**src/rtl/audiolevel_overlay_if.sv**
```systemverilog
// Video bus for the audio level overlay.
// Inputs: active_in, hsyncn_in, vsyncn_in, r_in, g_in, b_in (source raster).
// Outputs: active_out, hsyncn_out, vsyncn_out, r_out, g_out, b_out (composited, 2-cycle delay).
// Syncs are active-low. The slave modport is the overlay; the master modport is the source/sink side.
interface audiolevel_overlay_if;
    logic       active_in;
    logic       hsyncn_in;
    logic       vsyncn_in;
    logic [7:0] r_in;
    logic [7:0] g_in;
    logic [7:0] b_in;
    logic       active_out;
    logic       hsyncn_out;
    logic       vsyncn_out;
    logic [7:0] r_out;
    logic [7:0] g_out;
    logic [7:0] b_out;

    modport master (
        output active_in, hsyncn_in, vsyncn_in, r_in, g_in, b_in,
        input  active_out, hsyncn_out, vsyncn_out, r_out, g_out, b_out
    );

    modport slave (
        input  active_in, hsyncn_in, vsyncn_in, r_in, g_in, b_in,
        output active_out, hsyncn_out, vsyncn_out, r_out, g_out, b_out
    );
endinterface

```
**src/rtl/audiolevel_overlay.sv**
```systemverilog
// Multi-channel audio level meter overlay.
// Draws one horizontal bar per PCM channel (per-frame peak level with linear decay
// plus a peak-hold marker) over the incoming raster. Video latency is 2 clk cycles.
// Ports:
//   clk, reset      pixel clock, synchronous active-high reset
//   mute            ignore samples while high
//   bar_color       RGB888 fill colour {R,G,B}
//   pcm_fs          one-cycle sample strobe
//   pcm_data        CHANNELS signed samples, channel k at [k*PCM_WIDTH +: PCM_WIDTH]
//   vid             video in/out bus (slave side)
module audiolevel_overlay #(
    parameter int unsigned CHANNELS    = 2,
    parameter int unsigned PCM_WIDTH   = 16,
    parameter int unsigned LEN_LOG2    = 8,
    parameter int unsigned BAR_X       = 32,
    parameter int unsigned BAR_Y       = 32,
    parameter int unsigned BAR_HEIGHT  = 8,
    parameter int unsigned BAR_GAP     = 4,
    parameter int unsigned DECAY_STEP  = 4,
    parameter int unsigned HOLD_FRAMES = 30,
    parameter int unsigned XY_WIDTH    = 12
) (
    input  logic                            clk,
    input  logic                            reset,
    input  logic                            mute,
    input  logic [23:0]                     bar_color,
    input  logic                            pcm_fs,
    input  logic [CHANNELS*PCM_WIDTH-1:0]   pcm_data,
    audiolevel_overlay_if.slave             vid
);

    localparam int unsigned LW     = LEN_LOG2;
    localparam int unsigned HOLD_W = (HOLD_FRAMES > 0) ? $clog2(HOLD_FRAMES + 1) : 1;
    localparam int unsigned PITCH  = BAR_HEIGHT + BAR_GAP;
    localparam logic [LW-1:0]     DECAY     = LW'(DECAY_STEP);
    localparam logic [HOLD_W-1:0] HOLD_INIT = HOLD_W'(HOLD_FRAMES);

    logic                 vs_q;
    logic                 act_q;
    logic                 tick;
    logic                 line_end;
    logic                 sample_en;
    logic [XY_WIDTH-1:0]  x;
    logic [XY_WIDTH-1:0]  y;

    logic [PCM_WIDTH-1:0] smp      [CHANNELS];
    logic [PCM_WIDTH-1:0] mag_abs  [CHANNELS];
    logic [LW-1:0]        mag      [CHANNELS];
    logic [LW-1:0]        cap      [CHANNELS];
    logic [LW-1:0]        level    [CHANNELS];
    logic [LW-1:0]        peak     [CHANNELS];
    logic [HOLD_W-1:0]    hold     [CHANNELS];
    logic [LW-1:0]        level_dec[CHANNELS];
    logic [LW-1:0]        peak_dec [CHANNELS];
    logic [LW-1:0]        level_nxt[CHANNELS];

    logic                 marker_hit;
    logic                 fill_hit;
    logic [31:0]          row_lo;

    logic                 s1_act;
    logic                 s1_hs;
    logic                 s1_vs;
    logic [23:0]          s1_rgb;
    logic                 s1_marker;
    logic                 s1_fill;

    assign tick      = vs_q & ~vid.vsyncn_in;
    assign line_end  = act_q & ~vid.active_in;
    assign sample_en = pcm_fs & ~mute;

    // Per-channel magnitude: |sample| (most negative saturates), top LEN_LOG2 bits below the sign.
    always_comb begin
        for (int k = 0; k < CHANNELS; k++) begin
            smp[k]     = pcm_data[k*PCM_WIDTH +: PCM_WIDTH];
            mag_abs[k] = smp[k][PCM_WIDTH-1] ? (~smp[k] + PCM_WIDTH'(1)) : smp[k];
            if (mag_abs[k][PCM_WIDTH-1]) begin
                mag_abs[k] = {1'b0, {(PCM_WIDTH-1){1'b1}}};
            end
            mag[k] = LW'(mag_abs[k] >> (PCM_WIDTH - 1 - LEN_LOG2));
        end
    end

    // Frame-tick arithmetic: decayed level/peak and the level loaded at the tick.
    always_comb begin
        for (int k = 0; k < CHANNELS; k++) begin
            level_dec[k] = (level[k] > DECAY) ? (level[k] - DECAY) : '0;
            peak_dec[k]  = (peak[k]  > DECAY) ? (peak[k]  - DECAY) : '0;
            level_nxt[k] = (cap[k] > level_dec[k]) ? cap[k] : level_dec[k];
        end
    end

    // Capture, level, peak and hold state; levels only move at the frame tick.
    always_ff @(posedge clk) begin
        if (reset) begin
            for (int k = 0; k < CHANNELS; k++) begin
                cap[k]   <= '0;
                level[k] <= '0;
                peak[k]  <= '0;
                hold[k]  <= '0;
            end
        end else begin
            for (int k = 0; k < CHANNELS; k++) begin
                if (tick) begin
                    level[k] <= level_nxt[k];
                    // A strobe on the tick cycle belongs to the new frame.
                    cap[k]   <= sample_en ? mag[k] : '0;
                    if (level_nxt[k] >= peak[k]) begin
                        peak[k] <= level_nxt[k];
                        hold[k] <= HOLD_INIT;
                    end else if (hold[k] != '0) begin
                        hold[k] <= hold[k] - HOLD_W'(1);
                    end else begin
                        peak[k] <= peak_dec[k];
                    end
                end else if (sample_en && (mag[k] > cap[k])) begin
                    cap[k] <= mag[k];
                end
            end
        end
    end

    // Raster position of the current input pixel; both counters saturate.
    always_ff @(posedge clk) begin
        if (reset) begin
            vs_q  <= 1'b1;
            act_q <= 1'b0;
            x     <= '0;
            y     <= '0;
        end else begin
            vs_q  <= vid.vsyncn_in;
            act_q <= vid.active_in;
            if (!vid.active_in) begin
                x <= '0;
            end else if (x != '1) begin
                x <= x + XY_WIDTH'(1);
            end
            if (tick) begin
                y <= '0;
            end else if (line_end && (y != '1)) begin
                y <= y + XY_WIDTH'(1);
            end
        end
    end

    // Hit test against every bar for the current pixel.
    always_comb begin
        marker_hit = 1'b0;
        fill_hit   = 1'b0;
        row_lo     = '0;
        for (int k = 0; k < CHANNELS; k++) begin
            row_lo = 32'(BAR_Y + k * PITCH);
            if ((32'(y) >= row_lo) && (32'(y) < row_lo + 32'(BAR_HEIGHT))) begin
                if ((peak[k] != '0) && (32'(x) == 32'(BAR_X) + 32'(peak[k]))) begin
                    marker_hit = 1'b1;
                end
                if ((32'(x) >= 32'(BAR_X)) && (32'(x) < 32'(BAR_X) + 32'(level[k]))) begin
                    fill_hit = 1'b1;
                end
            end
        end
    end

    // Stage 1: delayed video plus hit flags (overlay only during active video).
    always_ff @(posedge clk) begin
        if (reset) begin
            s1_act    <= 1'b0;
            s1_hs     <= 1'b1;
            s1_vs     <= 1'b1;
            s1_rgb    <= '0;
            s1_marker <= 1'b0;
            s1_fill   <= 1'b0;
        end else begin
            s1_act    <= vid.active_in;
            s1_hs     <= vid.hsyncn_in;
            s1_vs     <= vid.vsyncn_in;
            s1_rgb    <= {vid.r_in, vid.g_in, vid.b_in};
            s1_marker <= vid.active_in & marker_hit;
            s1_fill   <= vid.active_in & fill_hit;
        end
    end

    // Stage 2: colour mux, marker over fill over source.
    always_ff @(posedge clk) begin
        if (reset) begin
            vid.active_out <= 1'b0;
            vid.hsyncn_out <= 1'b1;
            vid.vsyncn_out <= 1'b1;
            {vid.r_out, vid.g_out, vid.b_out} <= '0;
        end else begin
            vid.active_out <= s1_act;
            vid.hsyncn_out <= s1_hs;
            vid.vsyncn_out <= s1_vs;
            if (s1_marker) begin
                {vid.r_out, vid.g_out, vid.b_out} <= 24'hFF_FFFF;
            end else if (s1_fill) begin
                {vid.r_out, vid.g_out, vid.b_out} <= bar_color;
            end else begin
                {vid.r_out, vid.g_out, vid.b_out} <= s1_rgb;
            end
        end
    end

endmodule

```
**src/flat_wrapper.sv**
```systemverilog
// flat-port wrapper written by rule: the top's interface ports become plain ports
module audiolevel_overlay_flat 
#(
    parameter int unsigned CHANNELS    = 2,
    parameter int unsigned PCM_WIDTH   = 16,
    parameter int unsigned LEN_LOG2    = 8,
    parameter int unsigned BAR_X       = 32,
    parameter int unsigned BAR_Y       = 32,
    parameter int unsigned BAR_HEIGHT  = 8,
    parameter int unsigned BAR_GAP     = 4,
    parameter int unsigned DECAY_STEP  = 4,
    parameter int unsigned HOLD_FRAMES = 30,
    parameter int unsigned XY_WIDTH    = 12
)
  (clk, reset, mute, bar_color, pcm_fs, pcm_data, vid_active_in, vid_hsyncn_in, vid_vsyncn_in, vid_r_in, vid_g_in, vid_b_in, vid_active_out, vid_hsyncn_out, vid_vsyncn_out, vid_r_out, vid_g_out, vid_b_out);
  audiolevel_overlay_if vid_i ();
  input  logic clk;
  input  logic reset;
  input  logic mute;
  input  logic [23:0] bar_color;
  input  logic pcm_fs;
  input  logic [CHANNELS*PCM_WIDTH-1:0] pcm_data;
  input wire logic [$bits(vid_i.active_in)-1:0] vid_active_in;
  input wire logic [$bits(vid_i.hsyncn_in)-1:0] vid_hsyncn_in;
  input wire logic [$bits(vid_i.vsyncn_in)-1:0] vid_vsyncn_in;
  input wire logic [$bits(vid_i.r_in)-1:0] vid_r_in;
  input wire logic [$bits(vid_i.g_in)-1:0] vid_g_in;
  input wire logic [$bits(vid_i.b_in)-1:0] vid_b_in;
  output wire logic [$bits(vid_i.active_out)-1:0] vid_active_out;
  output wire logic [$bits(vid_i.hsyncn_out)-1:0] vid_hsyncn_out;
  output wire logic [$bits(vid_i.vsyncn_out)-1:0] vid_vsyncn_out;
  output wire logic [$bits(vid_i.r_out)-1:0] vid_r_out;
  output wire logic [$bits(vid_i.g_out)-1:0] vid_g_out;
  output wire logic [$bits(vid_i.b_out)-1:0] vid_b_out;
  assign vid_i.active_in = vid_active_in;
  assign vid_i.hsyncn_in = vid_hsyncn_in;
  assign vid_i.vsyncn_in = vid_vsyncn_in;
  assign vid_i.r_in = vid_r_in;
  assign vid_i.g_in = vid_g_in;
  assign vid_i.b_in = vid_b_in;
  assign vid_active_out = vid_i.active_out;
  assign vid_hsyncn_out = vid_i.hsyncn_out;
  assign vid_vsyncn_out = vid_i.vsyncn_out;
  assign vid_r_out = vid_i.r_out;
  assign vid_g_out = vid_i.g_out;
  assign vid_b_out = vid_i.b_out;
  audiolevel_overlay #(.CHANNELS(CHANNELS), .PCM_WIDTH(PCM_WIDTH), .LEN_LOG2(LEN_LOG2), .BAR_X(BAR_X), .BAR_Y(BAR_Y), .BAR_HEIGHT(BAR_HEIGHT), .BAR_GAP(BAR_GAP), .DECAY_STEP(DECAY_STEP), .HOLD_FRAMES(HOLD_FRAMES), .XY_WIDTH(XY_WIDTH)) u_core (.clk(clk), .reset(reset), .mute(mute), .bar_color(bar_color), .pcm_fs(pcm_fs), .pcm_data(pcm_data), .vid(vid_i));
endmodule
```
**config.mk**
```make
export PLATFORM = sky130hd
export DESIGN_NAME = audiolevel_overlay_flat
export DESIGN_NICKNAME = d
export VERILOG_FILES = /design/src/rtl/audiolevel_overlay_if.sv /design/src/rtl/audiolevel_overlay.sv /design/src/flat_wrapper.sv
export SDC_FILE = /design/constraint.sdc
export NUM_CORES = 1
export LEC_CHECK = 0
export CAP_MARGIN = 10
export CELL_PAD_IN_SITES_DETAIL_PLACEMENT = 1
export CELL_PAD_IN_SITES_GLOBAL_PLACEMENT = 1
export CORE_UTILIZATION = 46
export CTS_CLUSTER_SIZE = 8
export DETAILED_ROUTE_END_ITERATION = 12
export PLACE_DENSITY = 0.91
export SLEW_MARGIN = 30
export SYNTH_ARGS = -nofsm -noshare
export SYNTH_HDL_FRONTEND = slang
export SYNTH_SLANG_ARGS = --single-unit
```
**constraint.sdc**
```tcl
create_clock -name clk -period 12 [get_ports clk]
set_input_delay 2.4 -clock clk [delete_from_list [all_inputs] [get_ports clk]]
set_output_delay 2.4 -clock clk [all_outputs]
set_load 0.1 [all_outputs]
```
Word-level counts from Yosys, hierarchy flattened
Memory sizes are Yosys's and may differ from the RTL's.
Index checks and enable logic that the tools add are counted.

word-level totals
  register bits = 80
  bits in writable memories = 58
  output and inout port bits = 27
  word-level logic and storage cells = 173
  bits of input ports = 87
  memories = 4

cells by class
  reduce and logical (&&, ||, !) cells = 15
  mux-type cells = 81
  equality and inequality tests = 4
  bitwise gates (word level) = 24
  add/subtract/negate cells = 14
  $lt $le $gt $ge = 17

memory list
  memory        words  bits a word  read ports  clocked after Yosys merged registers in  write ports  RTL line                  source
  u_core.cap    2      8            2           0                                        2            audiolevel_overlay.sv:49  logic [LW-1:0] cap [CHANNELS];
  u_core.level  2      8            2           0                                        2            audiolevel_overlay.sv:50  logic [LW-1:0] level [CHANNELS];
  u_core.peak   2      8            2           0                                        2            audiolevel_overlay.sv:51  logic [LW-1:0] peak [CHANNELS];
  u_core.hold   2      5            2           0                                        2            audiolevel_overlay.sv:52  logic [HOLD_W-1:0] hold [CHANNELS];

operators by type and width
  operator                                                     count
  two-way mux 8 bit                                            24
  == test 12 x 32 -> 1 bit                                     2
  less-than comparator 12 x 32 -> 1 bit                        2
  two-way mux 1 bit                                            49
  adder 6 x 8 -> 9 bit, first input constant                   4
  >= comparator 12 x 6 -> 1 bit, second input constant         3
  adder 16 x 1 -> 16 bit, second input constant                2
  > comparator 8 x 3 -> 1 bit, second input constant           4
  > comparator 8 bit                                           4
  two-way mux 16 bit                                           2
  inverter 16 bit                                              2
  subtractor 8 x 3 -> 8 bit, second input constant             4
  two-way mux 15 bit                                           2
  adder 12 x 1 -> 12 bit, second input constant                2
  less-than comparator 12 x 6 -> 1 bit, second input constant  2
  != test 12 bit, second input constant                        2
  two-way mux 5 bit                                            4
  >= comparator 8 bit                                          2
  nonzero test 8 bit                                           2
  bitwise OR 1 bit                                             14
  nonzero test 5 bit                                           2
  subtractor 5 x 1 -> 5 bit, second input constant             2
  logical AND 1 bit                                            9
  bitwise AND 1 bit                                            5
  2 further kinds                                              5

Longest topological paths before layout
Gate-level depths: netlist of run 1.
An unclocked memory read counts as a cell.

  depth after elaboration = 12
  depth in mapped cells = 22
  depth with buffers taken out = 21

Least setup slack after synthesis of run 1
Ideal clock, no wire load.

  path type = input to register
  start = in pcm_data[20]
  end = mem u_core.cap[1][6] in the netlist's numbering, data pin
  arrival = 5851 ps
  setup time = 254 ps
  stages = 12
  slack = 5895 ps
  path buffers = 1
  required time = 11746 ps
  cells stage by stage = or4_4 > or4_4 > buf_6 > or4_4 > and3_4 > a211oi_2 > ha_1 > a21o_1 > a21o_1 > o311a_1 > a21oi_1 > and2b_1

RTL lines
  what         RTL line                  source
  from (decl)  flat_wrapper.sv:22        input logic [CHANNELS*PCM_WIDTH-1:0] pcm_data;
  to (decl)    audiolevel_overlay.sv:49

==> summary.txt, run 1 <==
Drt
  • First-pass DRT Iterations: 5
  • DRC errors left: 0
  • Wire length on met2: 13500 µm
  • DR WL/cell: 20.5 µm
  • Final wirelength: 26200 µm
  • Highest Signal Layer: met4
  • Metal3 WL: 1470 µm
  • DRT antenna net count: 0
  • Met1 Routed Length: 10400 µm
  • DRT iter0 DRCs: 435
  • Vias after detailed routing: 7458
  • Vias per inst: 5.82

Layout
  • Fillers: 2057
  • Nets: 1218
  • # diodes: 0
  • Area Overhead vs Synth: 22.7%
  • Layout cells sized above 1: 0.0551
  • Core Util, Final: 0.579

STA
  • Maximum clock frequency: 157 MHz
  • Rel. slew slack: 0.324
  • Final period util: 0.530
  • Clock Skew: 0.0158 ns
  • Setup total negative slack: 0 ns
  • Max-slew violation count: 0
  • Least-Margin Pin Slew: 1.01 ns
  • Final setup violation count: 0
  • Final min period: 6.36 ns
  • Final-report hold violation count: 0
  • RSZ-0062 raised after global routing: no

Yosys
  • Synth area leaders: edfxtp_1 (20%), dfxtp_1 (19%), ha_1 (14%)
  • Synthesized area per cell: 9.07 µm²
  • Seq/Total Area, Yosys: 0.393
  • Synthesized area: 8500 µm²
  • List of most frequent post-synthesis cells: nor2_1 (106), ha_1 (92), inv_1 (90), dfxtp_1 (80), nor2b_1 (66)
  • Post-synthesis cell count: 938
  • Synth cell types: 59
  • Main synth FF type: dfxtp_1
  • EDFF count, synth: 58
  • Largest area contributor in the netlist: edfxtp_1
  • Mapped Nets: 1117
  • Async S/R FF share, synth: 0
  • #FFs+latches synth: 138
  • YS warnings: 0
  • Yosys top cell area share: 0.205
  • Most frequent cell after synthesis: nor2_1

Outcome
  • Outcome: finished clean

Critical path
  • CP max stage cell: or4_4
  • Crit-path cells: clkdlybuf4s50_1 > or4_4 > or4_4 > or4_4 > and3_4 > a211oi_2 > ha_1 > a21o_1 > a21o_1 > o311a_1 > a21oi_1 > and2b_1
  • Crit path top cell by count: or4_4
  • CP startpoint: pcm_data[20]
  • Worst Path Required: 12.19 ns
  • CP Class: in -> reg
  • Reg2reg setup slack: 6.05 ns
  • Critical Path Sink Type: flip-flop
  • Slowest stage delay, CP: 0.56 ns
  • CP Launch Type: input port
  • Arr. time, crit path: 6.56 ns
  • Reg-to-Reg End: u_core.peak[0][2]
  • R2R cell count: 17
  • Crit Path Max Fanout: 8
  • Launching point of the worst reg2reg path: u_core.level[0][15]

Power
  • Pwr Total: 1600 µW
  • PD cells: 153 nW/µm²
  • Leakage: 0.00433 µW
  • VDD IR max: 0.000131 V

Clock tree
  • CTS sink cnt: 138
  • Max clock buf depth: 2
  • TritonCTS Buffers: 17
  • Post_cts resized: 0
  • Clock latency on the worst-skew pair: 0.44 ns
  • Clock Tree Root: clkbuf_16
  • CTS H-tree depth: 4
  • Post-CTS Hold Buffers: 0
  • CTS tree: built
  • Post CTS Setup Buffer Count: 0
  • Clock-pin slew on the worst setup and hold paths: 0.07 ns

Place
  • Final weighted congestion in routability-driven placement: 0.779
  • Dpl hpwl: 17700 µm
  • # port buffers: 113

Worst hold path
  • WHS Endpoint: u_core.vid.hsyncn_out
  • Min-Delay Startpoint: u_core.s1_hs
  • Hold path depth: 1
  • Worst Hold Class: reg -> reg

Floorplanning
  • Effective utilization at floorplan: 0.472
  • Row count: 49
  • IO Pins: 114
  • DIE AREA: 19000 µm²
  • Total core area: 18000 µm²
  • Die Ht: 138 µm
  • Horiz. Die Dim: 138 µm

Global routing
  • Overall Global Routing Usage: 0.285
  • Vias in the first global route: 7865
  • First-pass GRT wire length: 41000 µm
  • Antenna violations before repair: 0
  • Grt ovf: 0
  • Pin count of the biggest net entering global routing: 63

Job
  • Max-cap violations: 0
-- sequential cells by signal, summed over array words and instances (netlist names), 8 cells and up --
signal	flops
u_core.level	16
u_core.vid.b_out	8
u_core.hold	10
u_core.cap	16
u_core.y	12
u_core.s1_rgb	24
u_core.peak	16
u_core.x	12
u_core.vid.r_out	8
u_core.vid.g_out	8
-- report_power, final --
part           internal [µW]  switching, µW
clock network            312            237
logic                    190            289
registers                533           39.6
total                   1040            565
-- critical path, delay by kind of cell --
kind	cells	cell delay, ns
and+or+nand+nor	5	1.98
buffers and inverters	1	0.40
AOI/OAI and AO/OA	5	1.48
adders and majority gates	1	0.28
-- layout by cell type (no fill, tap or decap), types with 8 or more instances in the layout --
master / count
clkdlybuf4s50_1: 112
nor2_1: 106
ha_1: 92
inv_1: 89
dfxtp_1: 80
nor2b_1: 66
edfxtp_1: 58
a21oi_1: 44
nand2_1: 38
xnor2_1: 31
xor2_1: 29
o21ai_0: 28
a211oi_1: 26
nand3_1: 24
nor3_1: 24
nand4_1: 18
clkbuf_16: 18
mux2i_1: 17
a21o_1: 12
o22ai_1: 11
a31oi_1: 9
nand2b_1: 8
o211ai_1: 8
and3_1: 8
or2_2: 8
inv_6: 8
-- layout make-up --
type                       instances  area (µm²)  share of cell area
clock inverter                    13         144              0.0138
inverter                          90         338              0.0324
clock buffer                      19         464              0.0445
multi-input combinational        676        4710               0.451
timing repair buffer             116        1150               0.110
tap                              229         287              0.0275
sequential                       138        3340               0.320
-- stage by stage --
step                      hold slack, ns  area [µm²]  cells  setup WS, ns
after global placement             0.391        9800   1249          5.29
after floorplan                    0.389        8500    938          5.90
after CTS                          0.438       10400   1281          5.65
after detailed placement           0.419        9810   1249          5.20
final                              0.439       10400   1281          5.64
after global routing               0.466       10400   1281          5.51
-- worst max path at each step --
stage	to	slack [ns]	cells after the start
2_1_floorplan	u_core.cap[1][6]	5.90	12
3_3_place_gp	u_core.cap[1][6]	5.29	12
3_5_place_dp	u_core.cap[1][6]	5.20	12
4_1_cts	u_core.cap[1][6]	5.65	12
5_1_grt	u_core.cap[1][6]	5.51	12
6_report	u_core.cap[1][6]	5.64	12
-- logic make-up (layout without fill, tap and decap cells) --
| family | count (synthesis) | count (layout) | synth area share |
|---|---|---|---|
| AOI/OAI and AO/OA | 173 | 173 | 0.132 |
| xor gates and xnor gates | 60 | 60 | 0.0618 |
| adders and majority gates | 92 | 92 | 0.135 |
| buffers and inverters | 124 | 238 | 0.0556 |
| DFF | 138 | 138 | 0.393 |
| muxes | 19 | 19 | 0.0227 |
| and+or+nand+nor | 332 | 332 | 0.199 |
-- routing by layer --
metal / GRT usage / vias to the layer above
met2: 0.510 / 259
met3: 0.0629 / 66
met5: 0 / -
li1: - / 3487
met4: 0.136 / 0
met1: 0.318 / 3646
(Power assumes the default switching activity.)
==> inputs of run 2 (changes only) <==
--- a/config.mk
+++ b/config.mk
@@ -8,10 +8,10 @@
 export CAP_MARGIN = 10
 export CELL_PAD_IN_SITES_DETAIL_PLACEMENT = 1
 export CELL_PAD_IN_SITES_GLOBAL_PLACEMENT = 1
-export CORE_UTILIZATION = 46
+export CORE_UTILIZATION = 39
 export CTS_CLUSTER_SIZE = 8
 export DETAILED_ROUTE_END_ITERATION = 12
-export PLACE_DENSITY = 0.91
+export PLACE_DENSITY = 0.83
 export SLEW_MARGIN = 30
 export SYNTH_ARGS = -nofsm -noshare
 export SYNTH_HDL_FRONTEND = slang
==> constraint.sdc (replaced) <==
create_clock -name clk -period 5.85 [get_ports clk]
set_input_delay 1.17 -clock clk [delete_from_list [all_inputs] [get_ports clk]]
set_output_delay 1.17 -clock clk [all_outputs]
set_load 0.1 [all_outputs]
==> summary.txt, run 2 (synthesized netlist as in run 1, its figures left out) <==
Place
  • Placed inst area: 9920 µm²
  • Final weighted congestion in routability-driven placement: 0.808
  • Dpl hpwl: 16800 µm
  • # port buffers: 113
  • Place WS: 0.287 ns

Clock tree
  • CTS sink cnt: 138
  • Post CTS Setup Buffer Count: 0
  • Post_cts resized: 0
  • CTS H-tree depth: 4
  • Max clock buf depth: 2
  • CTS tree: built
  • Clock Tree Root: clkbuf_16
  • Clock-pin slew on the worst setup and hold paths: 0.06 ns
  • TritonCTS Buffers: 17
  • Post-CTS Hold Buffers: 0
  • Clock latency on the worst-skew pair: 0.43 ns

STA
  • RSZ-0062 raised after global routing: no
  • Final-report hold violation count: 0
  • Setup total negative slack: 0 ns
  • Hold Slack: 0.423 ns
  • Rel. slew slack: 0.322
  • Least-Margin Pin Slew: 1.01 ns
  • Final min period: 5.29 ns
  • Clock Skew: 0.0106 ns
  • Final period util: 0.904
  • Final setup violation count: 0
  • Maximum clock frequency: 189 MHz
  • Max-slew violation count: 0
  • Fin worst setup slack: 0.560 ns

Worst hold path
  • Min-Delay Startpoint: u_core.s1_hs
  • Hold path depth: 1
  • WHS Endpoint: u_core.vid.hsyncn_out
  • Worst Hold Class: reg -> reg

Global routing
  • Vias in the first global route: 7489
  • Grt ovf: 0
  • Antenna violations before repair: 0
  • Overall Global Routing Usage: 0.213
  • Pin count of the biggest net entering global routing: 49
  • First-pass GRT wire length: 37400 µm

Layout
  • # diodes: 0
  • Max reg flops: 24
  • Multi-input gate area: 4710 µm²
  • Most common cell after layout, fill and taps aside: clkdlybuf4s50_1
  • Commonest cells after routing, fill and taps aside: clkdlybuf4s50_1 (112), nor2_1 (106), ha_1 (92)
  • Register area: 3340 µm²
  • Nets: 1226
  • Layout cells sized above 1: 0.0632
  • Largest register by flop count: u_core.s1_rgb
  • Area Overhead vs Synth: 24.2%
  • Fillers: 2416
  • Post-route cell area: 10600 µm²

Critical path
  • CP Class: reg -> reg
  • Reg2reg setup slack: 0.56 ns
  • Critical Path Sink Type: flip-flop
  • R2R cell count: 19
  • Worst Path Required: 6.04 ns
  • CP Launch Type: flip-flop
  • Crit Path Max Fanout: 8
  • Arr. time, crit path: 5.48 ns
  • Reg-to-Reg End: u_core.peak[0][0]
  • Launching point of the worst reg2reg path: u_core.level[0][7]

Floorplanning
  • Total core area: 21200 µm²
  • Effective utilization at floorplan: 0.401
  • IO Pins: 114
  • Horiz. Die Dim: 150 µm
  • Die Ht: 150 µm
  • Row count: 53
  • DIE AREA: 22400 µm²

Drt
  • Vias per inst: 5.35
  • DR WL/cell: 17.2 µm
  • DRC errors left: 0
  • DRT iter0 DRCs: 287
  • DRT antenna net count: 0
  • First-pass DRT Iterations: 5
  • Final wirelength: 22900 µm
  • Vias after detailed routing: 7144

Power
  • PD cells: 311 nW/µm²
  • VDD IR max: 0.000152 V
  • Leakage: 0.00437 µW

Outcome
  • Outcome: finished clean

Job
  • Max-cap violations: 0
[run 2: changes by cell type in the layout (fill, tap and decap cells not counted), sizes merged]
cell,previous run,this run
buf,4,12
bufinv,1,2
clkbuf,19,17
clkinv,2,4
clkinvlp,1,0
[run 2: how the worst max path moves through the flow]
stage / from / endpoint / slack, ns / depth (start not counted)
3_5_place_dp: u_core.level[0][15] / u_core.peak[1][0] / 0.29 / 17
2_1_floorplan: u_core.level[0][7] / u_core.peak[0][0] / 0.83 / 18
4_1_cts: u_core.level[0][15] / u_core.hold[0][3] / 0.17 / 17
3_3_place_gp: u_core.level[0][15] / u_core.peak[1][0] / 0.46 / 17
6_report: u_core.level[0][7] / u_core.peak[0][0] / 0.56 / 19
5_1_grt: u_core.level[0][13] / u_core.hold[0][3] / 0.14 / 20
[run 2: cell type report]
type                            count  area share
Clock buffer                       17      0.0403
Clock inverter                     15      0.0188
Inverter                           90      0.0320
Multi-Input combinational cell    676       0.445
Sequential cell                   138       0.317
Tap cell                          275      0.0326
Timing Repair Buffer              124       0.114
[run 2: metal layers]
metal,up-vias,share of wire,wire (µm),global-route usage
li1,3504,-,-,-
met5,-,0,0,0
met3,33,0.042,971,0.0354
met2,172,0.49,11300,0.373
met4,0,0.022,505,0.0793
met1,3435,0.44,10200,0.260
[run 2: metrics by stage]
stage	total power, µW	std cells	util
final	3290	1335	0.498
after global routing	3460	1335	0.498
after CTS	3300	1335	0.497
after detailed placement	2140	1303	0.468
after global placement	2090	1303	0.468
after floorplan	1820	938	-
[run 2: power breakdown]
part           switching (µW)  internal (µW)
Clock                     492            655
Combinational             565            407
Sequential               74.3           1090
Total                    1130           2150
[run 2: critical path, cell delays in order, from the launching register on]
cell and delay [ns]:
edfxtp_1 0.48, or3_1 0.41, nor3_1 0.15, buf_4 0.17
nand2b_1 0.14, ha_1 0.26, nor2b_1 0.14, o211ai_1 0.16
a21oi_1 0.09, o22ai_1 0.12, buf_4 0.22, mux2i_1 0.33
inv_1 0.10, ha_1 0.24, or4_1 0.51, a21oi_1 0.18
o31ai_1 0.18, or3_1 0.49, a311o_1 0.44, and2_1 0.23
==> inputs of run 3 (changes only) <==
--- a/config.mk
+++ b/config.mk
@@ -11,6 +11,7 @@
 export CORE_UTILIZATION = 39
 export CTS_CLUSTER_SIZE = 8
 export DETAILED_ROUTE_END_ITERATION = 12
+export MAX_ROUTING_LAYER = met4
 export PLACE_DENSITY = 0.83
 export SLEW_MARGIN = 30
 export SYNTH_ARGS = -nofsm -noshare
==> summary.txt, run 3 <==
Outcome
  • Outcome: aborted with a tool error
  • Failed at: 5_2_route
  • Error message: [ERROR DRT-0255] Maze Route cannot find path of net clk in worker of routeBox ( 96600 0 ) ( 149660 48300 ).

Yosys
  • Mapped Nets: 1117
  • List of most frequent post-synthesis cells: nor2_1 (106), ha_1 (92), inv_1 (90), dfxtp_1 (80), nor2b_1 (66)
  • Most frequent cell after synthesis: nor2_1
  • Async S/R FF share, synth: 0
  • Yosys top cell area share: 0.205
  • Synthesized area: 8500 µm²
  • Main synth FF type: dfxtp_1
  • EDFF count, synth: 58
  • Synth area leaders: edfxtp_1 (20%), dfxtp_1 (19%), ha_1 (14%)
  • #FFs+latches synth: 138
  • Largest area contributor in the netlist: edfxtp_1
  • Synth cell types: 59
  • YS warnings: 0
  • Synthesized area per cell: 9.07 µm²
  • Post-synthesis cell count: 938
  • Seq/Total Area, Yosys: 0.393

STA
  • Post-GRT worst EP: u_core.hold[0][3]$_SDFFCE_PN0P_/D
  • Worst EP kind: sequential cell input

Place
  • Placed inst area: 9920 µm²
  • Final weighted congestion in routability-driven placement: 0.820
  • # port buffers: 113
  • Dpl hpwl: 16800 µm

Global routing
  • Pin count of the biggest net entering global routing: 49
  • Overall Global Routing Usage: 0.219
  • Vias in the first global route: 7485
  • First-pass GRT wire length: 37400 µm
  • Grt ovf: 0
  • Antenna violations before repair: 0

Clock tree
  • CTS H-tree depth: 4
  • Post CTS Setup Buffer Count: 0
  • Max clock buf depth: 2
  • TritonCTS Buffers: 17
  • CTS sink cnt: 138
  • Clock Tree Root: clkbuf_16
  • Post-CTS Hold Buffers: 0

Floorplanning
  • IO Pins: 114
  • Die Ht: 150 µm
  • Horiz. Die Dim: 150 µm
  • Effective utilization at floorplan: 0.401
  • Row count: 53
-- run 3: layer usage --
| layer | GRT usage |
|---|---|
| met3 | 0.0354 |
| met2 | 0.373 |
| met4 | 0.0793 |
| met5 | - |
| met1 | 0.260 |
-- run 3: cells by family after synthesis --
kind of cell	after synthesis	share of synthesized area
simple gates	332	0.199
fa+ha+maj	92	0.135
compound gates	173	0.132
xor+xnor	60	0.0618
buf+inv	124	0.0556
flops	138	0.393
mux	19	0.0227
-- run 3: per-stage QoR --
step	setup WS (ns)	std cells	utilization	hold WS [ns]
3_3_place_gp	0.462	1303	0.468	0.398
3_5_place_dp	0.287	1303	0.468	0.402
2_1_floorplan	0.826	938	-	0.389
4_1_cts	0.166	1335	0.497	0.429
5_1_grt	0.144	1335	0.498	0.451
-- run 3: what timing repair did --
item	in CTS	in global routing
hold endpoints to repair	0	0
resized for setup	0	1
setup endpoints to repair	0	4
==> inputs of run 4 (changes only) <==
--- a/config.mk
+++ b/config.mk
@@ -6,13 +6,9 @@
 export NUM_CORES = 1
 export LEC_CHECK = 0
 export CAP_MARGIN = 10
-export CELL_PAD_IN_SITES_DETAIL_PLACEMENT = 1
-export CELL_PAD_IN_SITES_GLOBAL_PLACEMENT = 1
-export CORE_UTILIZATION = 39
-export CTS_CLUSTER_SIZE = 8
+export CORE_UTILIZATION = 40
 export DETAILED_ROUTE_END_ITERATION = 12
-export MAX_ROUTING_LAYER = met4
-export PLACE_DENSITY = 0.83
+export PLACE_DENSITY_LB_ADDON = 0.15
 export SLEW_MARGIN = 30
 export SYNTH_ARGS = -nofsm -noshare
 export SYNTH_HDL_FRONTEND = slang
==> constraint.sdc (replaced) <==
create_clock -name clk -period 7.6 [get_ports clk]
set_input_delay 1.52 -clock clk [delete_from_list [all_inputs] [get_ports clk]]
set_output_delay 1.52 -clock clk [all_outputs]
set_load 0.1 [all_outputs]
==> summary.txt, run 4 (synthesized netlist as in run 1, its figures left out) <==
STA
  • Maximum clock frequency: 176 MHz
  • RSZ-0062 raised after global routing: no
  • Clock Skew: 0.0128 ns
  • Hold Slack: 0.410 ns
  • Final period util: 0.747
  • Least-Margin Pin Slew: 0.999 ns
  • Final min period: 5.68 ns
  • Final-report hold violation count: 0
  • Max-slew violation count: 0
  • Final setup violation count: 0
  • Setup total negative slack: 0 ns
  • Rel. slew slack: 0.332

Layout
  • Commonest cells after routing, fill and taps aside: clkdlybuf4s50_1 (112), nor2_1 (106), ha_1 (92)
  • Nets: 1218
  • Largest register by flop count: u_core.s1_rgb
  • Multi-input gate area: 4710 µm²
  • # diodes: 0
  • Max reg flops: 24
  • Layout cells sized above 1: 0.0561
  • Area Overhead vs Synth: 23.1%
  • Most common cell after layout, fill and taps aside: clkdlybuf4s50_1
  • Register area: 3340 µm²
  • Fillers: 2004

Critical path
  • CP max stage cell: a31oi_1
  • Arr. time, crit path: 5.82 ns
  • CP Launch Type: flip-flop
  • CP Class: reg -> reg
  • Launching point of the worst reg2reg path: u_core.level[0][7]
  • Crit-path cells: or3_1 > nor3_1 > nand2b_1 > ha_1 > nor2b_1 > o211ai_1 > a21oi_1 > o22ai_2 > mux2i_1 > inv_1 > ha_1 > or4_1 > a21oi_1 > o31ai_1 > or2_2 > a31oi_1 > o22ai_1
  • Crit Path Max Fanout: 8
  • Critical Path Sink Type: flip-flop
  • Slowest stage delay, CP: 0.66 ns
  • Worst Path Required: 7.75 ns
  • CP startpoint: u_core.level[0][7]

Power
  • VDD IR max: 0.000102 V
  • Clk network pwr share: 0.343
  • NetSw: 821 µW
  • Share of power burned in registers: 0.370
  • Combinational Power Share: 0.287
  • Cell internal pwr: 1600 µW
  • Switching Share: 0.339
  • PD cells: 232 nW/µm²
  • Leakage: 0.00432 µW

Drt
  • DRC errors left: 0
  • DRT antenna net count: 0
  • Final wirelength: 19100 µm
  • First-pass DRT Iterations: 5
  • Vias per inst: 5.16
  • DRT iter0 DRCs: 294
  • Vias after detailed routing: 6822
  • DR WL/cell: 14.5 µm

Global routing
  • Vias in the first global route: 6440
  • Pin count of the biggest net entering global routing: 62
  • Grt ovf: 0
  • Antenna violations before repair: 0
  • Overall Global Routing Usage: 0.183
  • First-pass GRT wire length: 31600 µm

Floorplanning
  • Horiz. Die Dim: 148 µm
  • Total core area: 20600 µm²
  • DIE AREA: 21800 µm²
  • Effective utilization at floorplan: 0.414
  • Die Ht: 148 µm
  • IO Pins: 114
  • Row count: 52

Job
  • Max-cap violations: 0

Clock tree
  • Clock latency on the worst-skew pair: 0.43 ns
  • Clock Tree Root: clkbuf_16
  • TritonCTS Buffers: 17
  • Clock-pin slew on the worst setup and hold paths: 0.07 ns
  • CTS tree: built
  • CTS sink cnt: 138
  • Post_cts resized: 0
  • Post CTS Setup Buffer Count: 0
  • Max clock buf depth: 2
  • Post-CTS Hold Buffers: 0
  • CTS H-tree depth: 4

Worst hold path
  • Min-Delay Startpoint: u_core.s1_hs
  • Worst Hold Class: reg -> reg

Place
  • # port buffers: 113
  • Dpl hpwl: 14300 µm
  • Final weighted congestion in routability-driven placement: 0.797

Outcome
  • Outcome: finished clean
==> run 4: area by class of cell <==
cell class                      instances  area share
Multi-Input combinational cell        676       0.450
Tap cell                              270      0.0323
Sequential cell                       138       0.319
Timing Repair Buffer                  116       0.110
Clock inverter                         15      0.0161
Clock buffer                           17      0.0406
Inverter                               90      0.0323
==> run 4: worst paths after layout <==
kind         slack (ns)               endpoint  cells after the start
max                1.92      u_core.peak[1][7]                     17
min                0.41  u_core.vid.hsyncn_out                      1
max reg2reg        1.92      u_core.peak[1][7]                     17
min reg2reg        0.41  u_core.vid.hsyncn_out                      1
==> run 4: power by group through the flow <==
stage                     logic, µW  clock network, µW  registers, µW
final                           696                833            897
after CTS                       695                853            897
after detailed placement        689                  0            914
after floorplan                 468                  0            934
after global placement          684                  0            913
after global routing            786                882            906
==> run 4: critical path, delay by kind of cell (launching register included) <==
family / cells / cell delay [ns]
buffers and inverters: 1 / 0.09
flip-flops: 1 / 0.46
AND/OR/NAND/NOR: 6 / 2.12
multiplexers: 1 / 0.43
AO/OA/AOI/OAI: 7 / 1.85
adder cells (fa/ha/maj): 2 / 0.46
==> run 4: through the flow <==
step	power (µW)	setup slack [ns]	cells	util	cell area, µm²
after floorplan	1400	2.38	938	-	8500
after global placement	1600	1.75	1290	0.479	9850
after detailed placement	1600	1.71	1290	0.479	9850
after CTS	2450	1.70	1322	0.508	10400
after global routing	2570	1.56	1322	0.509	10500
final	2430	1.92	1322	0.509	10500
==> run 4: metal layers <==
| layer | wire length [µm] | vias to the layer above | GRT usage | part of all wire |
|---|---|---|---|---|
| met3 | 730 | 22 | 0.0281 | 0.038 |
| met2 | 9000 | 159 | 0.304 | 0.47 |
| met4 | 282 | 0 | 0.0665 | 0.015 |
| li1 | - | 3495 | - | - |
| met1 | 9120 | 3146 | 0.239 | 0.48 |
| met5 | 0 | - | 0 | 0 |
